$ cat src/rtl/axis_log_arbiter.sv
// Round-robin arbiter merging NUM_SRC byte-wide AXI-Stream logger sources into one stream.
// Define AXIS_LOG_ARBITER_HEADER_EN to prefix each packet with a {4'hA, source index} header byte.
module axis_log_arbiter #(
    parameter int NUM_SRC = 4,
    parameter int SBITS   = $clog2(NUM_SRC)
) (
    input  logic                   clock,
    input  logic                   reset_n,
    input  logic                   enable_i,
    input  logic [NUM_SRC-1:0]     s_tvalid,
    output logic [NUM_SRC-1:0]     s_tready,
    input  logic [NUM_SRC-1:0]     s_tlast,
    input  logic [8*NUM_SRC-1:0]   s_tdata,
    output logic                   m_tvalid,
    input  logic                   m_tready,
    output logic                   m_tlast,
    output logic                   m_tkeep,
    output logic [7:0]             m_tdata,
    output logic [NUM_SRC-1:0]     grant_o,
    output logic                   busy_o
);

    typedef enum logic [1:0] {
        IDLE   = 2'd0,
        HEADER = 2'd1,
        DATA   = 2'd2
    } state_t;

    state_t               r_state;
    state_t               w_state_nxt;
    logic [SBITS-1:0]     r_rr;
    logic [SBITS-1:0]     w_rr_nxt;
    logic [SBITS-1:0]     r_idx;
    logic [SBITS-1:0]     w_idx_nxt;
    logic [NUM_SRC-1:0]   r_grant;
    logic [NUM_SRC-1:0]   w_grant_nxt;
    logic                 r_m_tvalid;
    logic                 r_m_tlast;
    logic [7:0]           r_m_tdata;

    logic                 w_out_free;
    logic                 w_found;
    logic [SBITS-1:0]     w_pick;
    logic                 w_src_valid;
    logic                 w_src_last;
    logic [7:0]           w_src_byte;
    logic                 w_load;
    logic                 w_load_last;
    logic [7:0]           w_load_data;
    logic [NUM_SRC-1:0]   w_tready;

    function automatic logic [SBITS-1:0] wrapIdx(input int v);
        return SBITS'((v >= NUM_SRC) ? (v - NUM_SRC) : v);
    endfunction

    assign w_out_free  = !r_m_tvalid || m_tready;
    assign w_src_valid = s_tvalid[r_idx];
    assign w_src_last  = s_tlast[r_idx];
    assign w_src_byte  = s_tdata[int'(r_idx)*8 +: 8];

    // First requester at or after the round-robin pointer, wrapping past the top index.
    always_comb begin
        w_found = 1'b0;
        w_pick  = '0;
        for (int i = 0; i < NUM_SRC; i++) begin
            if (!w_found && s_tvalid[wrapIdx(int'(r_rr) + i)]) begin
                w_found = 1'b1;
                w_pick  = wrapIdx(int'(r_rr) + i);
            end
        end
    end

    always_comb begin
        w_tready = '0;
        if (r_state == DATA) begin
            w_tready[r_idx] = w_out_free;
        end
    end

    always_comb begin
        w_state_nxt = r_state;
        w_rr_nxt    = r_rr;
        w_idx_nxt   = r_idx;
        w_grant_nxt = r_grant;
        w_load      = 1'b0;
        w_load_last = 1'b0;
        w_load_data = 8'h00;
        case (r_state)
            IDLE: begin
                if (enable_i && w_found) begin
                    w_idx_nxt   = w_pick;
                    w_grant_nxt = '0;
                    w_grant_nxt[w_pick] = 1'b1;
`ifdef AXIS_LOG_ARBITER_HEADER_EN
                    w_state_nxt = HEADER;
`else
                    w_state_nxt = DATA;
`endif
                end
            end
`ifdef AXIS_LOG_ARBITER_HEADER_EN
            HEADER: begin
                if (w_out_free) begin
                    w_load      = 1'b1;
                    w_load_data = {4'hA, 4'(r_idx)};
                    w_state_nxt = DATA;
                end
            end
`endif
            DATA: begin
                if (w_src_valid && w_out_free) begin
                    w_load      = 1'b1;
                    w_load_data = w_src_byte;
                    w_load_last = w_src_last;
                    // Packet ends: release the grant and pass priority to the next source.
                    if (w_src_last) begin
                        w_rr_nxt    = wrapIdx(int'(r_idx) + 1);
                        w_grant_nxt = '0;
                        w_state_nxt = IDLE;
                    end
                end
            end
            default: begin
                w_state_nxt = IDLE;
                w_grant_nxt = '0;
            end
        endcase
    end

    always_ff @(posedge clock or negedge reset_n) begin
        if (!reset_n) begin
            r_state <= IDLE;
            r_rr    <= '0;
            r_idx   <= '0;
            r_grant <= '0;
        end else begin
            r_state <= w_state_nxt;
            r_rr    <= w_rr_nxt;
            r_idx   <= w_idx_nxt;
            r_grant <= w_grant_nxt;
        end
    end

    // Output register holds its contents while the downstream stalls.
    always_ff @(posedge clock or negedge reset_n) begin
        if (!reset_n) begin
            r_m_tvalid <= 1'b0;
            r_m_tlast  <= 1'b0;
            r_m_tdata  <= 8'h00;
        end else if (w_load) begin
            r_m_tvalid <= 1'b1;
            r_m_tlast  <= w_load_last;
            r_m_tdata  <= w_load_data;
        end else if (m_tready) begin
            r_m_tvalid <= 1'b0;
        end
    end

    assign s_tready = w_tready;
    assign m_tvalid = r_m_tvalid;
    assign m_tlast  = r_m_tlast;
    assign m_tdata  = r_m_tdata;
    assign m_tkeep  = r_m_tvalid;
    assign grant_o  = r_grant;
    assign busy_o   = (r_state != IDLE);

endmodule
$ cat config.mk
export PLATFORM = sky130hd
export DESIGN_NAME = axis_log_arbiter
export DESIGN_NICKNAME = d
export VERILOG_FILES = /design/src/rtl/axis_log_arbiter.sv
export SDC_FILE = /design/constraint.sdc
export NUM_CORES = 1
export LEC_CHECK = 0
export CAP_MARGIN = 25
export CORE_MARGIN = 5
export CORE_UTILIZATION = 45
export CTS_CLUSTER_SIZE = 40
export DETAILED_ROUTE_END_ITERATION = 10
export DONT_BUFFER_PORTS = 1
export GPL_TIMING_DRIVEN = 0
export MAX_ROUTING_LAYER = met4
export SYNTH_ARGS = -nofsm -noshare
export SYNTH_HDL_FRONTEND = slang
export SYNTH_SLANG_ARGS = --single-unit
$ cat constraint.sdc
create_clock -name clock -period 1.9 [get_ports clock]
set_clock_uncertainty 0.2 [all_clocks]
set_input_delay 0.38 -clock clock [delete_from_list [all_inputs] [get_ports clock]]
set_output_delay 0.38 -clock clock [all_outputs]
set_load 0.1 [all_outputs]
=== Word-level counts from Yosys, hierarchy flattened ===
Index checks and enable logic that the tools add are counted.
W data, S select, Z words.

* Add/subtract/negate cells: 9
* Multipliers: 0
* Div/mod/pow operators: 0
* Magnitude comparators: 13
* Equal/unequal tests: 4
* Shift-type cells: 1
* Multiplexer cells: 46
* Bitwise operators: 1
* Reduce and logical (&&, ||, !) cells: 18

{| class="wikitable"
|+ Operators with widths
! kind !! count
|-
| $shiftx A32 B6 Y8 || 1
|-
| $mux W2 || 12
|-
| $lt A2 B3 Y1 const B || 6
|-
| $mux W1 || 18
|-
| $mux W4 || 4
|-
| $mux W8 || 2
|-
| $bmux W1 S2 || 6
|-
| $ge A3 B3 Y1 const B || 4
|-
| $sub A2 B1 Y2 const B || 5
|-
| $pmux W4 S2 || 1
|-
| $logic_and A1 B1 Y1 || 7
|-
| $add A2 B1 Y3 const B || 2
|-
| $add A2 B2 Y3 const B || 2
|-
| $reduce_and A3 Y1 || 2
|-
| $and A4 B4 Y4 || 1
|-
| $demux W1 S2 || 2
|-
| $ge A2 B1 Y1 const B || 2
|-
| $logic_not A1 Y1 || 4
|-
| $ne A2 B2 Y1 const B || 2
|-
| $pmux W2 S2 || 1
|-
| $reduce_bool A2 Y1 || 2
|-
| $ge A2 B3 Y1 const B || 1
|-
| $eq A2 B2 Y1 const B || 1
|-
| $logic_not A2 Y1 || 1
|-
| other kinds (3) || 3
|}

* Register bits: 20
* Latch bits: 0
* Memory bits (writable): 0
* Bits in read-only memories: 0
* Input bits: 44
* Output and inout bits: 20
* Word-level logic and storage cells: 99
* Memories kept: 0

=== Logic depth before layout (Yosys ltp) ===
* Depth after elaboration: 20
* Depth in mapped cells: 5
* Mapped depth without buffers: 4

=== Worst setup path after synthesis ===
No wires, ideal clock.

* Kind: register to output
* Start point: reg r_state[1]
* End point: out s_tready[0]
* Data arrival time: 1.992 ns
* Data required time: 1.320 ns
* Setup slack: -0.672 ns
* Stages on the path, launching flop included: 3
* Path buffers: 1
* Cell sequence: dfrtp_1 > buf_4 > and3_1

* Longest elaborated chain between the ends: 2

{| class="wikitable"
|+ Ends and longest elaborated chain
! item !! RTL line !! source
|-
| from (decl) || 29 || <nowiki>state_t r_state;</nowiki>
|-
| from (signal assigned) || 137 || <nowiki>r_state <= w_state_nxt;</nowiki>
|-
| $eq A2 B2 Y1 || 75 || <nowiki>if (r_state == DATA) begin</nowiki>
|-
| $mux W4 || 75 ||
|-
| to (decl) || 11 || <nowiki>output logic [NUM_SRC-1:0] s_tready,</nowiki>
|}

No other way between the ends.

=== Worst setup path after layout ===
* Start point: reg r_m_tvalid, in the netlist m_tkeep
* End point: out s_tready[1]

* Longest elaborated chain between the ends: 4

{| class="wikitable"
|+ Ends and longest elaborated chain
! item !! RTL line !! source
|-
| from (decl) || 37 || <nowiki>logic r_m_tvalid;</nowiki>
|-
| from (signal assigned) || 147 || <nowiki>r_m_tvalid <= 1'b0;</nowiki>
|-
| from (signal assigned) || 151 || <nowiki>r_m_tvalid <= 1'b1;</nowiki>
|-
| from (signal assigned) || 155 || <nowiki>r_m_tvalid <= 1'b0;</nowiki>
|-
| $logic_not A1 Y1 || 56 || <nowiki>assign w_out_free = !r_m_tvalid || m_tready;</nowiki>
|-
| $logic_or A1 B1 Y1 || 56 ||
|-
| $and A4 B4 Y4 (no source line) || -- ||
|-
| $mux W4 || 75 ||
|}

No other way between the ends.

==> results.toml <==
[synthesis]
ys_types = 30
ys.flop_type = "dfrtp_1"
syn_area_per_cell_sq_um = 14.31
synth_top_area_share_pct = 39.54
synth-edff-count = 0
seq_area_frac_synth_pct = 39.54
syn_area_sq_um = 1202
syn_nets = 132
synthTopCellsByArea = "dfrtp_1, mux4_2, mux2_4"
synth_cells = 84
ys_ff_latch = 19
yosysTopAreaCell = "dfrtp_1"
yosysWarnings = 0
synthArstFlopShare_pct = 100.0

[route]
drt_wl_total_mm = 2.603
firstDrtPassIters = 2
drc = 0
routed_via_density = 6.207
wl_per_cell_um = 21.51
vias = 751
ant_nets = 0
drtIter0Drc = 13

[worst_setup_path]
cp_data_arrival_time_ps = 1540
critPathKind = "flop to output pin"
startpoint_type = "flop"
endpoint_kind = "output pin"
worstPathRequired_ps = 1320
cp_max_fo = 7
r2r_slack_ps = -10

[timing]
setup_violations = 11
setup_slack_ps = -217.1
rsz0062_at_grt = "yes"
period_share_pct = 111.4
tns_ps = -887.0
worst_pin_slew_ps = 912.7
slew_headroom_pct = 39.15
fmax_ghz = 0.4723
hold_viol = 0
finalCriticalPeriod_ps = 2117
slew_viol_final = 0

[floorplan]
fp-row-count = 18
die_w_um = 61.69
core_area_sq_um = 2522
pin_count = 64
die_h_um = 61.69
initial_core_util_pct = 47.67
dieArea_sq_um = 3806

[placed_design]
place_inst = 114
portBuffers = 0
place.gp.congestion = 0.7484
dp_hpwl_mm = 2.027

[grt]
overflow = 0
grt_usage_pct = 13.94
grt_pass1_vias = 779
use_met3_pct = 7.025
grtUsageMet2_pct = 21.08
grt_pass1_wl_mm = 3.726
met1_usage_pct = 16.51
grt-busiest-layer = "met2"
antenna_found_initial = 0
grt_max_degree = 20

[cells_and_area]
layout.nets = 140
instances_no_fill = 121
area_growth_pct = 12.38
antenna_cells = 0
drive_above_1_share_pct = 43.96

[clocking]
clk_pin_slew_ps = 100
clockBufferDepth = 2
clkSinkCount = 19
numCtsBuffers = 3
cts-root-buf = "clkbuf_4"
clkLatencyLatePin_ps = 300
cts_tree = "done"
htreeDepth = 1

[hold_path]
worstHoldPathType = "input pin to flop"

[job]
maxCapViolCount = 0

[status]
failed_checks = "setup timing"
status = "complete, but fails checks"
==> worst max-delay path, stage by stage, from the launching register on <==
cell and delay (ps):
dfrtp_4 640, nand2b_4 190, and3_4 400
==> path summary, 6_finish.rpt <==
check / start / end / depth (start not counted)
min: enable_i / r_state[1] / 2
max: m_tkeep / s_tready[1] / 2
max reg2reg: r_idx[0] / m_tdata[4] / 4
max in group asynchronous: reset_n / r_state[1] / 1
min in group asynchronous: reset_n / m_tdata[2] / 1
min reg2reg: r_rr[0] / r_rr[0] / 2
==> layout by cell type, fill, tap and decap left out, drive strengths merged, types with 2 or more instances in the layout <==
cell,instances
clkbuf,3
ha,4
and3,4
buf,7
inv,3
o21ai,2
nand2,7
mux2,9
dfrtp,19
a32o,4
nor2b,2
nand2b,2
mux4,10
==> per-layer routing <==
layer | up-vias | routed length (um)
met2 | 34 | 1297
li1 | 340 | -
met3 | 6 | 329
met5 | - | 0
met4 | 0 | 26
met1 | 371 | 950
==> kinds of logic (layout without fill, tap and decap cells) <==
group | after synthesis | after routing | synth area share [%]
AOI/OAI and AO/OA | 13 | 13 | 10.30
adders and majority gates | 4 | 4 | 4.162
buffers and inverters | 8 | 15 | 3.537
DFF | 19 | 19 | 39.54
muxes | 20 | 20 | 31.43
and+or+nand+nor | 20 | 20 | 11.03
==> flip-flops by register name (all words and copies together), names as in the netlist <==
name,cells
grant_o,4
m_tdata,8
m_tkeep,1
m_tlast,1
r_idx,2
r_rr,2
r_state,1
==> through the flow <==
| stage | hold slack (ps) | setup slack (ps) | cell area [sq um] | util (%) |
|---|---|---|---|---|
| finish | 95.94 | -217.1 | 1351 | 53.57 |
| global route | 109.5 | -269.3 | 1351 | 53.57 |
| CTS | 91.97 | -316.4 | 1330 | 52.73 |
| detailed placement | -115.1 | -343.6 | 1247 | 49.45 |
| global placement | -115.1 | -306.8 | 1247 | 49.45 |
| floorplan | -115.6 | -108.2 | 1210 | - |
==> repair_timing <==
item	4_1_cts	5_1_grt
setup buffers	1	2
hold buffers	1	0
endpoints found under the setup margin	14	13
gates resized for setup	12	5
hold endpoints to repair	19	0
pin swaps	4	5
==> cells in the mapped netlist (all sizes together) (2+ instances only) <==
cell and count:
ha 4, buf 4, nor2b 2, o21ai 2, and3 4, nand2 7, nand2b 2, mux4 10
a32o 4, mux2 9, inv 3, dfrtp 19
==> final cells by class <==
cell class / instances / area, sq um
Multi-Input combinational cell: 57 / 711.9
Inverter: 3 / 11.26
Timing Repair Buffer: 4 / 36.28
Tap cell: 30 / 37.54
Fill cell: 218 / 1171
Clock inverter: 1 / 5.005
Buffer: 4 / 41.29
Sequential cell: 19 / 485.5
Clock buffer: 3 / 22.52
Power is not shown: default switching activity piles up to over one toggle a cycle in this logic, so the estimate is an artifact.
